--- src/rtl/axi_tdd_ng_sync_ctrl.sv ---
// axi_tdd_ng_sync_ctrl: sync sequencer and config shadow in front of the TDD-NG frame counter.
// Merges external, internal-periodic and software syncs into one tdd_sync pulse, counts
// delivered syncs, flags syncs that land outside ARMED, and holds staged timing config until
// the counter is idle or armed.
// Build option: define AXI_TDD_NG_SYNC_EXT_EN to include the external sync synchronizer/edge path.
module axi_tdd_ng_sync_ctrl #(
  parameter int REGISTER_WIDTH    = 32,
  parameter int BURST_COUNT_WIDTH = 32,
  parameter int SYNC_PERIOD_WIDTH = 32
) (
  input  logic                         clk,
  input  logic                         resetn,
  input  logic                         i_tdd_enable,
  input  logic [1:0]                   i_tdd_cstate,
  input  logic                         i_sync_ext_en,
  input  logic                         i_sync_int_en,
  input  logic                         i_sync_soft,
  input  logic [SYNC_PERIOD_WIDTH-1:0] i_sync_period,
  input  logic                         i_sync_in,
  input  logic                         i_tdd_sync_rst,
  input  logic [BURST_COUNT_WIDTH-1:0] i_cfg_burst_count,
  input  logic [REGISTER_WIDTH-1:0]    i_cfg_startup_delay,
  input  logic [REGISTER_WIDTH-1:0]    i_cfg_frame_length,
  input  logic                         i_cfg_update,
  input  logic                         i_sync_missed_clr,
  output logic                         o_tdd_sync,
  output logic [BURST_COUNT_WIDTH-1:0] o_tdd_burst_count,
  output logic [REGISTER_WIDTH-1:0]    o_tdd_startup_delay,
  output logic [REGISTER_WIDTH-1:0]    o_tdd_frame_length,
  output logic                         o_cfg_pending,
  output logic [SYNC_PERIOD_WIDTH-1:0] o_sync_count,
  output logic                         o_sync_missed
);

  // Frame counter state encoding as driven by the counter block.
  localparam logic [1:0] ST_IDLE  = 2'd0;
  localparam logic [1:0] ST_ARMED = 2'd1;

  localparam logic [SYNC_PERIOD_WIDTH-1:0] PERIOD_ONE = SYNC_PERIOD_WIDTH'(1);
  localparam logic [SYNC_PERIOD_WIDTH-1:0] PERIOD_TWO = SYNC_PERIOD_WIDTH'(2);

  logic                         w_ext_edge;
  logic                         w_int_act;
  logic                         w_int_tick;
  logic                         w_commit;
  logic [SYNC_PERIOD_WIDTH-1:0] w_period_last;

  logic                         r_tdd_sync;
  logic [SYNC_PERIOD_WIDTH-1:0] r_int_cnt;
  logic [SYNC_PERIOD_WIDTH-1:0] r_sync_count;
  logic                         r_sync_missed;
  logic                         r_cfg_pending;
  logic [BURST_COUNT_WIDTH-1:0] r_stg_burst_count;
  logic [REGISTER_WIDTH-1:0]    r_stg_startup_delay;
  logic [REGISTER_WIDTH-1:0]    r_stg_frame_length;
  logic [BURST_COUNT_WIDTH-1:0] r_tdd_burst_count;
  logic [REGISTER_WIDTH-1:0]    r_tdd_startup_delay;
  logic [REGISTER_WIDTH-1:0]    r_tdd_frame_length;

`ifdef AXI_TDD_NG_SYNC_EXT_EN
  // r_sync_sh[1:0] resynchronize sync_in, r_sync_sh[2] is the edge-detect delay.
  logic [2:0] r_sync_sh;

  // External sync synchronizer and edge-detect shift.
  always_ff @(posedge clk) begin
    if (!resetn) r_sync_sh <= '0;
    else         r_sync_sh <= {r_sync_sh[1:0], i_sync_in};
  end

  assign w_ext_edge = r_sync_sh[1] & ~r_sync_sh[2] & i_sync_ext_en;
`else
  // No external path in this build: the pins are tied off.
  logic w_unused_ext;
  assign w_unused_ext = i_sync_in ^ i_sync_ext_en;
  assign w_ext_edge   = 1'b0;
`endif

  // Internal generator runs only for periods of 2 or more; shorter periods park it at 0.
  assign w_period_last = i_sync_period - PERIOD_ONE;
  assign w_int_act     = i_tdd_enable & i_sync_int_en & (i_sync_period >= PERIOD_TWO);
  assign w_int_tick    = w_int_act & (r_int_cnt == w_period_last);

  // Period counter: wraps on the tick, and also (silently) if the period shrank below the count.
  always_ff @(posedge clk) begin
    if (!resetn || !w_int_act)         r_int_cnt <= '0;
    else if (r_int_cnt >= w_period_last) r_int_cnt <= '0;
    else                                r_int_cnt <= r_int_cnt + PERIOD_ONE;
  end

  // Merge all sources into one registered pulse; coincident sources collapse to one.
  always_ff @(posedge clk) begin
    if (!resetn) r_tdd_sync <= 1'b0;
    else         r_tdd_sync <= i_tdd_enable & (w_ext_edge | w_int_tick | i_sync_soft);
  end

  // Delivered sync counter; survives tdd_enable=0, wraps naturally.
  always_ff @(posedge clk) begin
    if (!resetn)         r_sync_count <= '0;
    else if (r_tdd_sync) r_sync_count <= r_sync_count + PERIOD_ONE;
  end

  // Sticky missed flag; a new miss beats a simultaneous clear.
  always_ff @(posedge clk) begin
    if (!resetn)
      r_sync_missed <= 1'b0;
    else if (r_tdd_sync && (i_tdd_cstate != ST_ARMED) && !i_tdd_sync_rst)
      r_sync_missed <= 1'b1;
    else if (i_sync_missed_clr)
      r_sync_missed <= 1'b0;
  end

  // Commit only while no frame is in flight: disabled, IDLE, or ARMED without a sync this cycle.
  assign w_commit = r_cfg_pending &
                    (~i_tdd_enable | (i_tdd_cstate == ST_IDLE) |
                     ((i_tdd_cstate == ST_ARMED) & ~r_tdd_sync));

  // Staging registers: last cfg_update wins; an update alongside a commit stays pending.
  always_ff @(posedge clk) begin
    if (!resetn) begin
      r_cfg_pending       <= 1'b0;
      r_stg_burst_count   <= '0;
      r_stg_startup_delay <= '0;
      r_stg_frame_length  <= '0;
    end else if (i_cfg_update) begin
      r_cfg_pending       <= 1'b1;
      r_stg_burst_count   <= i_cfg_burst_count;
      r_stg_startup_delay <= i_cfg_startup_delay;
      r_stg_frame_length  <= i_cfg_frame_length;
    end else if (w_commit) begin
      r_cfg_pending       <= 1'b0;
    end
  end

  // Committed config seen by the counter; loads the pre-update staging on commit.
  always_ff @(posedge clk) begin
    if (!resetn) begin
      r_tdd_burst_count   <= '0;
      r_tdd_startup_delay <= '0;
      r_tdd_frame_length  <= '0;
    end else if (w_commit) begin
      r_tdd_burst_count   <= r_stg_burst_count;
      r_tdd_startup_delay <= r_stg_startup_delay;
      r_tdd_frame_length  <= r_stg_frame_length;
    end
  end

  assign o_tdd_sync          = r_tdd_sync;
  assign o_sync_count        = r_sync_count;
  assign o_sync_missed       = r_sync_missed;
  assign o_cfg_pending       = r_cfg_pending;
  assign o_tdd_burst_count   = r_tdd_burst_count;
  assign o_tdd_startup_delay = r_tdd_startup_delay;
  assign o_tdd_frame_length  = r_tdd_frame_length;

endmodule

--- config.mk ---
export PLATFORM = sky130hd
export DESIGN_NAME = axi_tdd_ng_sync_ctrl
export DESIGN_NICKNAME = d
export VERILOG_FILES = /design/src/rtl/axi_tdd_ng_sync_ctrl.sv
export SDC_FILE = /design/constraint.sdc
export NUM_CORES = 1
export LEC_CHECK = 0
export ABC_AREA = 1
export BUFFER_PORTS_ARGS = -buffer_cell sky130_fd_sc_hd__buf_2
export CAP_MARGIN = 0
export CORE_AREA = 2 2 150 152
export DETAILED_ROUTE_END_ITERATION = 8
export DIE_AREA = 0 0 152 154
export PLACE_DENSITY = 0.79
export SYNTH_ARGS = -nofsm -noshare
export SYNTH_HDL_FRONTEND = slang
export SYNTH_SLANG_ARGS = --single-unit
--- constraint.sdc ---
create_clock -name clk -period 3.29 [get_ports clk]
set_clock_uncertainty 0.1 [all_clocks]
set_input_delay 0 -clock clk [delete_from_list [all_inputs] [get_ports clk]]
set_output_delay 0 -clock clk [all_outputs]
set_load 0.01 [all_outputs]
Yosys cells after proc, flatten, opt, wreduce, memory -nomap -nowiden
Cells that the tools add are included.
{"block": "totals", "elab_cells": 44, "regBits": 259}
{"block": "classes", "n_mux": 4, "n_lt_le_gt_ge": 2, "add_sub_neg": 3, "reduce_logical": 10, "bitwise": 11, "eq_ne": 3}
{"cell": "adder 32 x 1 -> 32 bit (second input constant)", "n": 2}
{"cell": "== test 32 bit", "n": 1}
{"cell": "greater-or-equal comparator 32 x 2 -> 1 bit (second input constant)", "n": 1}
{"cell": "greater-or-equal comparator 32 bit", "n": 1}
{"cell": "subtractor 32 x 1 -> 32 bit (second input constant)", "n": 1}
{"cell": "AND 1 bit", "n": 6}
{"cell": "2-to-1 mux 1 bit", "n": 4}
{"cell": "nonzero test 2 bit", "n": 2}
{"cell": "logical NOT 1 bit", "n": 3}
{"cell": "OR 1 bit", "n": 3}
{"cell": "== test 2 x 1 -> 1 bit (second input constant)", "n": 1}
{"cell": "logical AND 1 bit", "n": 2}
{"cell": "logical NOT 2 bit", "n": 1}
{"cell": "!= test 2 x 1 -> 1 bit (second input constant)", "n": 1}
{"cell": "inverter 1 bit", "n": 2}
{"cell": "OR reduction 2 bit", "n": 1}
{"cell": "logical OR 1 bit", "n": 1}

Depth between registers and ports, before layout
Gate-level depths: netlist of the first run.
{"block": "logic_depth", "ltp_word": 6, "mapped_depth": 21}

Worst setup path before layout of the first run
No wires, ideal clock.
{"block": "synth_path", "path_kind": "input to register", "startpoint": "input port i_sync_period[0]", "endpoint": "register r_int_cnt[0]", "stages": 19, "slack_ps": 912, "path_buffers": 1, "required_time_ps": 3073, "arrival_ps": 2161, "cell_sequence": "inv_1 -> ha_1 -> nand2_1 -> nor2_1 -> nand2_1 -> inv_1 -> nand4_1 -> xor2_1 -> ha_1 -> nand2_1 -> nor2_1 -> nand2_1 -> nor2_1 -> nand2_1 -> nand3_1 -> nor2_1 -> nand2_1 -> buf_2 -> nor2_1"}
{"block": "synth_between", "elab_chain_len": 5, "word_cells_on_any_way": 7, "classes_between": "add/sub: 1; order compare: 2; bitwise: 1; reduce/logical: 3"}
{"element": "start, declared", "line_no": "18", "source": "input logic [SYNC_PERIOD_WIDTH-1:0] i_sync_period,"}
{"element": "parallel branches: the longest is 4 deep, another holds subtractor 32 x 1 -> 32 bit"}
{"element": "OR reduction 2 bit (no source line) *"}
{"element": "end signal, assigned", "line_no": "87", "source": "else r_int_cnt <= r_int_cnt + PERIOD_ONE;"}
{"element": "end, declared", "line_no": "49", "source": "logic [SYNC_PERIOD_WIDTH-1:0] r_int_cnt;"}
Mark *: on every way between the ends.
A chain may end at the register's enable or synchronous reset.

Final worst setup path of the first run
{"block": "layout_path", "startpoint": "input port i_sync_period[0]", "endpoint": "register r_tdd_sync, in the netlist o_tdd_sync"}
{"block": "layout_between", "elab_chain_len": 5, "word_cells_on_any_way": 7, "classes_between": "add/sub: 1; order compare: 1; eq/ne: 1; bitwise: 4"}
{"element": "subtractor 32 x 1 -> 32 bit or greater-or-equal comparator 32 x 2 -> 1 bit (tied branches)", "line_no": "79, 80"}
{"element": "== test 32 bit or AND 1 bit (tied branches)", "line_no": "81, 80"}
{"element": "AND 1 bit *", "line_no": "81", "source": "assign w_int_tick = w_int_act & (r_int_cnt == w_period_last);"}
{"element": "OR 1 bit *", "line_no": "93", "source": "else r_tdd_sync <= i_tdd_enable & (w_ext_edge | w_int_tick | i_sync_soft);"}
{"element": "AND 1 bit *", "line_no": "93"}
{"element": "end signal, assigned", "line_no": "93"}
{"element": "end, declared", "line_no": "48", "source": "logic r_tdd_sync;"}
Mark *: on every way between the ends. The rest lies on a longest branch, timed or not.

==> results of run 1 <==
## flip-flops by register name, indices dropped and copies added (netlist names)
signal	count
r_stg_frame_length	32
r_stg_startup_delay	32
o_tdd_frame_length	32
o_tdd_burst_count	32
o_tdd_startup_delay	32
o_tdd_sync	1
r_int_cnt	32
o_cfg_pending	1
r_stg_burst_count	32
o_sync_count	32
o_sync_missed	1
## final timing paths
path | cells past startpoint | slack (ns) | endpoint | from
setup / recovery | 17 | 0.61 | o_tdd_sync$_SDFF_PN0_ | i_sync_period[0]
hold / removal | 4 | 0.05 | r_stg_frame_length[26]$_SDFFE_PN0P_ | i_cfg_update
setup reg to reg | 6 | 0.91 | o_sync_missed$_SDFFE_PN0P_ | o_tdd_sync$_SDFF_PN0_
hold reg to reg | 2 | 0.38 | o_tdd_startup_delay[17]$_SDFFE_PN0P_ | o_tdd_startup_delay[17]$_SDFFE_PN0P_
## area by class of cell
cell class	count	area [um2]
sequential	259	5180
clock buffer	43	847
multi-input combinational	1207	5700
clock inverter	9	151
inverter	108	405
tap	280	350
timing repair buffer	405	2760
fill	1643	6290
## metrics by stage
stage	instance area, um2	setup WS, ns	std cells	power (uW)	hold slack, ns
global route	15400	0.429	2311	7810	0.0626
floorplan	11600	0.912	1642	3840	0.0161
detailed placement	13100	0.419	2130	4130	0.127
CTS	15400	0.706	2311	7530	0.00107
global placement	13100	0.531	2130	4110	0.122
finish	15400	0.606	2311	7530	0.0469
## cells in the mapped netlist, drive strengths merged
library cell and n:
nand3 37, nor3b 3, o21ai 204, ha 36
inv 108, nor4 3, xor2 34, nor2 559
a31oi 2, nand2 222, nor3 23, o21bai 2
a21o 1, o21ba 1, a211o 1, buf 16
dfxtp 259, nand3b 6, clkbuf 52, or2 2
nand4 16, o21a 3, a21oi 28, xnor2 22
and3 2
## what timing repair did
| item | 4_1_cts | 5_1_grt |
|---|---|---|
| hold endpoints to repair | 114 | 0 |
| resized for setup | 0 | 0 |
| setup endpoints to repair | 0 | 0 |
| hold buffers | 129 | 0 |
## worst reg2reg max path, stage by stage, from the launching register on
cell	delay [ns]
dfxtp_1	0.30
buf_4	0.19
inv_2	0.14
a211o_1	0.28
dlygate4sd3_1	0.56
a21oi_1	0.15
dlygate4sd3_1	0.60
## layer usage
layer	up-vias	wire [um]	global-route usage [%]
met3	97	2360	4.71
met1	5553	14100	34.3
met4	0	1280	11.6
met2	513	17100	50.6
met5	-	0	0
li1	5946	-	-
## report_power, final
part	leakage, uW	switching (uW)	internal (uW)
sequential	0.00213	82.4	3300
combinational	0.00435	472	367
clock	0.000487	1300	2010
## cell families (layout without fill, tap and decap cells)
logic type      count (synthesis)  after routing
compound gates                242            242
xor+xnor                       56             56
fa+ha+maj                      36             36
buf+inv                       176            565
flops                         259            259
simple gates                  873            873
==> run metrics, run 1 <==
CTS H-tree lvls=1; fin nets=2185; WL/cell=15.1 um; area share of fa/ha/maj cells after synthesis=3.89%; Synthesis Warnings=0; Top delay family on crit path=simple AND/OR/NAND/NOR gates; Initial Util=53.3%; DRT antenna net count=0; top cells by area, synth=dfxtp_1 (45%), nor2_1 (18%), o21ai_0 (8.6%); Post-Synth Simple-Gate Area=30.4%; All-Layer GR Usage=28.5%; Hold Vio Cnt, Final=0; Synth Area per Inst=7.04 um2; PD cells=489 nW/um2; Worst IR Drop VDD=433 uV; Synth Cell Area=11600 um2; mux cell area share after synthesis=0%; Worst slew margin=36.4%; final wirelength=34900 um; global route overflow=0; DRT Pass-1 Iters=5; XOR/XNOR Fraction of Synth Area=4.24%; Area growth syn-to-layout=33.1%; Worst Path Max Fanout=5; vias in the first global route=11600; Yosys top cell by area=dfxtp_1; synthesis-stage register bit count=259; die width=152 um; FP Rows=54; largest family of logic cells by synthesized area=simple AND/OR/NAND/NOR gates; sequential-to-total area share from yosys stat=44.8%; initial antenna violation count=0; CP Class=in -> reg; routed via count=12100; worst path required time=3.67 ns; status=finished clean; I/O pins=271; Worst-path clk slew=0.06 ns; Mapped Nets=1818; library cells used by synthesis=35; compound-gate portion of the synthesized area=10.7%; Port Buffer Count=268; crit-path max cell delay=0.55 ns; initial detailed-routing violation count=974; Slew @ Worst Pin=0.954 ns; Critical Path Most Common Cell=nand2_1; Die Y=154 um; highest clock rate=373 MHz; ANT cells=0; Final Max Slew Viols=0; slowest CP cell=dlygate4sd3_1; worst skew pair latency=0.55 ns; largest net degree at the start of global routing=211; total clock sinks=259; clock tree buffer depth=3; worst hold path type=in -> reg; # setup viols final=0; MaxCap Viol Count=0; RSZ-0062 raised after global routing=no; final core utilization=71.0%; CP bufs+invs=4; most frequent cells in the layout=nor2_1 (551), buf_2 (267), dfxtp_1 (259), nand2_1 (219), o21ai_0 (198); CTS tree=done; buffers inserted by post-CTS timing repair=0; top cell type's share of synthesized area=44.8%; placer's final routability congestion estimate=0.891; commonest non-fill, non-tap cell in the layout=nor2_1; cell chain of the critical path=buf_2 -> inv_1 -> ha_1 -> nand2_1 -> nor2_1 -> nand2_1 -> inv_1 -> nand4_1 -> xor2_1 -> ha_1 -> nand2_1 -> nor2_1 -> nand2_1 -> nor2_1 -> nand4_1 -> a21oi_1 -> dlygate4sd3_1; Die Footprint=23400 um2; CP endpoint kind=register; DP HPWL=21200 um; CORE AREA=21700 um2; drt drc=0; Setup TNS=0 ns; Arr. time, crit path=3.06 ns; DR vias/cell=5.24; crit start category=input pin; TritonCTS Buffers=28; Final Cycle Share=81.6%; static leakage=0.00697 uW; share of layout cells above drive strength 1=17.0%; fin crit period=2.68 ns; Root Buffer=clkbuf_16; global-route wire length before repair=56000 um; Gate Count Post-Synth=1642
Note: power is estimated with default switching activity, not from simulation.
==> run 2: changes to the inputs <==
Settings changed: CORE_AREA 2 2 150 152 to 2 2 157 159, DIE_AREA 0 0 152 154 to 0 0 159 161, PLACE_DENSITY 0.79 to 0.76.
Clock period 3.29 ns to 2.4 ns, I/O delays scaled along.
==> run 2 against run 1 <==
Global-route usage is 0.55 points lower. Via count grew 3.6%. First-iteration DRC count grew 4.1%. Combinational power grew 54%. Hold slack got worse by 0.035 ns. Final cell count is 6.1% higher. Critical path depth is 3 higher. Wire length grew 6.7%. Die area increased by 9.4%.
==> run metrics, run 2 (same netlist as run 1, synthesis figures left out) <==
total clock sinks=259 (unchanged); status=finished clean; die width=159 um (+4.6%); initial antenna violation count=3 (+3); DR vias/cell=5.12 (-2.3%); Worst-path clk slew=0.07 ns (about the same); placer's final routability congestion estimate=0.931 (+4.6%); clock tree buffer depth=3 (unchanged); MaxCap Viol Count=0 (unchanged); WL/cell=15.2 um (+0.60%); PD cells=633 nW/um2 (+29%); crit start category=input pin; Hold Vio Cnt, Final=0 (unchanged); highest clock rate=452 MHz; CTS H-tree lvls=1 (unchanged); initial detailed-routing violation count=1014 (+4.1%); largest net degree at the start of global routing=178 (-16%); Area growth syn-to-layout=40.4%; All-Layer GR Usage=27.9% (-0.55 points); Finished Layout Cells=2451 (+6.1%); global route overflow=0 (unchanged); CP endpoint kind=register; # setup viols final=0 (unchanged); hold_ws=0.0117 ns (-0.0352 ns); Worst Path Max Fanout=32 (+27); I/O pins=271 (unchanged); worst skew pair latency=0.55 ns (about the same); FP Rows=57 (+5.6%); Post-Place Cells=2223 (+4.4%); fin crit period=2.21 ns; final wirelength=37200 um (+6.7%); placed cell areas=13500 um2 (+3.2%); Initial Util=48.3% (-5.1 points); fin nets=2280 (+4.3%); DRT antenna net count=0 (unchanged); static leakage=0.00745 uW (+6.9%); DRT Pass-1 Iters=5 (unchanged); CTS tree=done; worst path required time=2.72 ns (-0.95 ns); worst hold path type=in -> reg; vias in the first global route=12400 (+6.8%); Final Max Slew Viols=0 (unchanged); commonest non-fill, non-tap cell in the layout=nor2_1; Slew @ Worst Pin=0.779 ns (-0.175 ns); TritonCTS Buffers=28 (unchanged); Port Buffer Count=268 (unchanged); Final Cycle Share=92.1%; Die Footprint=25600 um2 (+9.4%); Die Y=161 um (+4.5%); Setup TNS=0 ns (unchanged); final std cell area, no fill=16200 um2 (+5.5%); most frequent cells in the layout=nor2_1 (550), buf_2 (267), dfxtp_1 (259), nand2_1 (219), o21ai_0 (198); routed via count=12500 (+3.6%); DP HPWL=21700 um (+2.4%); Worst slew margin=48.1% (+12 points); CP Class=in -> reg; Worst IR Drop VDD=506 uV (+17%); CORE AREA=24000 um2 (+10%); global-route wire length before repair=59700 um (+6.6%); Arr. time, crit path=2.53 ns (-0.53 ns); drt drc=0 (unchanged); final total power=10300 uW (+36%); share of layout cells above drive strength 1=18.6% (+1.7 points); Root Buffer=clkbuf_16
## run 2: changes by cell type in the layout (fill, tap and decap cells not counted), moves of 2 or more
cell / previous run / this run
diode_2: 0 / 3
buf_4: 4 / 54
dlygate4sd3_1: 129 / 174
bufinv_16: 3 / 1
## run 2: metrics by stage
step	utilization [%]	setup slack (ns)
3_5_place_dp	56.5	-0.322
2_1_floorplan	-	0.0216
4_1_cts	67.7	0.245
5_1_grt	67.8	-0.00600
6_report	67.8	0.190
3_3_place_gp	56.5	-0.215
## run 2: routing by layer
layer / GRT usage (%) / share of wire (%) / vias up / wire length, um
met4: 11.8 / 4.3 / 0 / 1600
met1: 33.5 / 40 / 5735 / 15000
met5: 0 / 0 / - / 0
met3: 4.78 / 7.1 / 124 / 2640
li1: - / - / 6130 / -
met2: 49.6 / 48 / 554 / 18000
## run 2: layout make-up
class | count | area, um2
Antenna cell | 3 | 7.51
Timing Repair Buffer | 500 | 3580
Fill cell | 1882 | 7720
Tap cell | 324 | 405
Inverter | 108 | 405
Multi-Input combinational cell | 1207 | 5710
Clock buffer | 43 | 857
Sequential cell | 259 | 5180
Clock inverter | 7 | 87.6
## run 2: what timing repair did
| action | in CTS | in global routing |
|---|---|---|
| setup endpoints to repair | 0 | 33 |
| gates resized for setup | 0 | 2 |
| setup buffers | 0 | 1 |
| hold buffers | 174 | 0 |
| hold endpoints to repair | 123 | 0 |
## run 2: critical path, stage by stage
cell,delay [ns]
buf_2,0.12
nor2_1,0.19
nand2_1,0.10
nor2_2,0.17
buf_4,0.14
inv_1,0.06
nor3_1,0.20
nand3_1,0.12
xor2_1,0.16
ha_1,0.29
nand2_1,0.05
nor2_1,0.14
nand3_1,0.11
nor2_1,0.14
nand2_1,0.07
nand3_1,0.08
nor2_1,0.04
nand2_1,0.09
buf_12,0.20
nor2_1,0.06
## run 2: final timing paths
kind                            cells after the start                                from  slack, ns                            endpoint
worst max-delay path                               20                    i_sync_period[4]       0.19            r_int_cnt[25]$_SDFF_PP0_
worst min register to register                      2  o_tdd_frame_length[7]$_SDFFE_PN0P_       0.38  o_tdd_frame_length[7]$_SDFFE_PN0P_
worst max register to register                      7               o_tdd_sync$_SDFF_PN0_       0.39   o_tdd_burst_count[3]$_SDFFE_PN0P_
worst min-delay path                                4                        i_cfg_update       0.01  r_stg_burst_count[16]$_SDFFE_PN0P_
## run 2: where the power goes
group / total, uW / internal, uW / switching (uW) / leakage, uW
clock: 4340 / 2560 / 1770 / 0.000464
sequential: 4650 / 4530 / 121 / 0.00213
combinational: 1290 / 603 / 684 / 0.00486
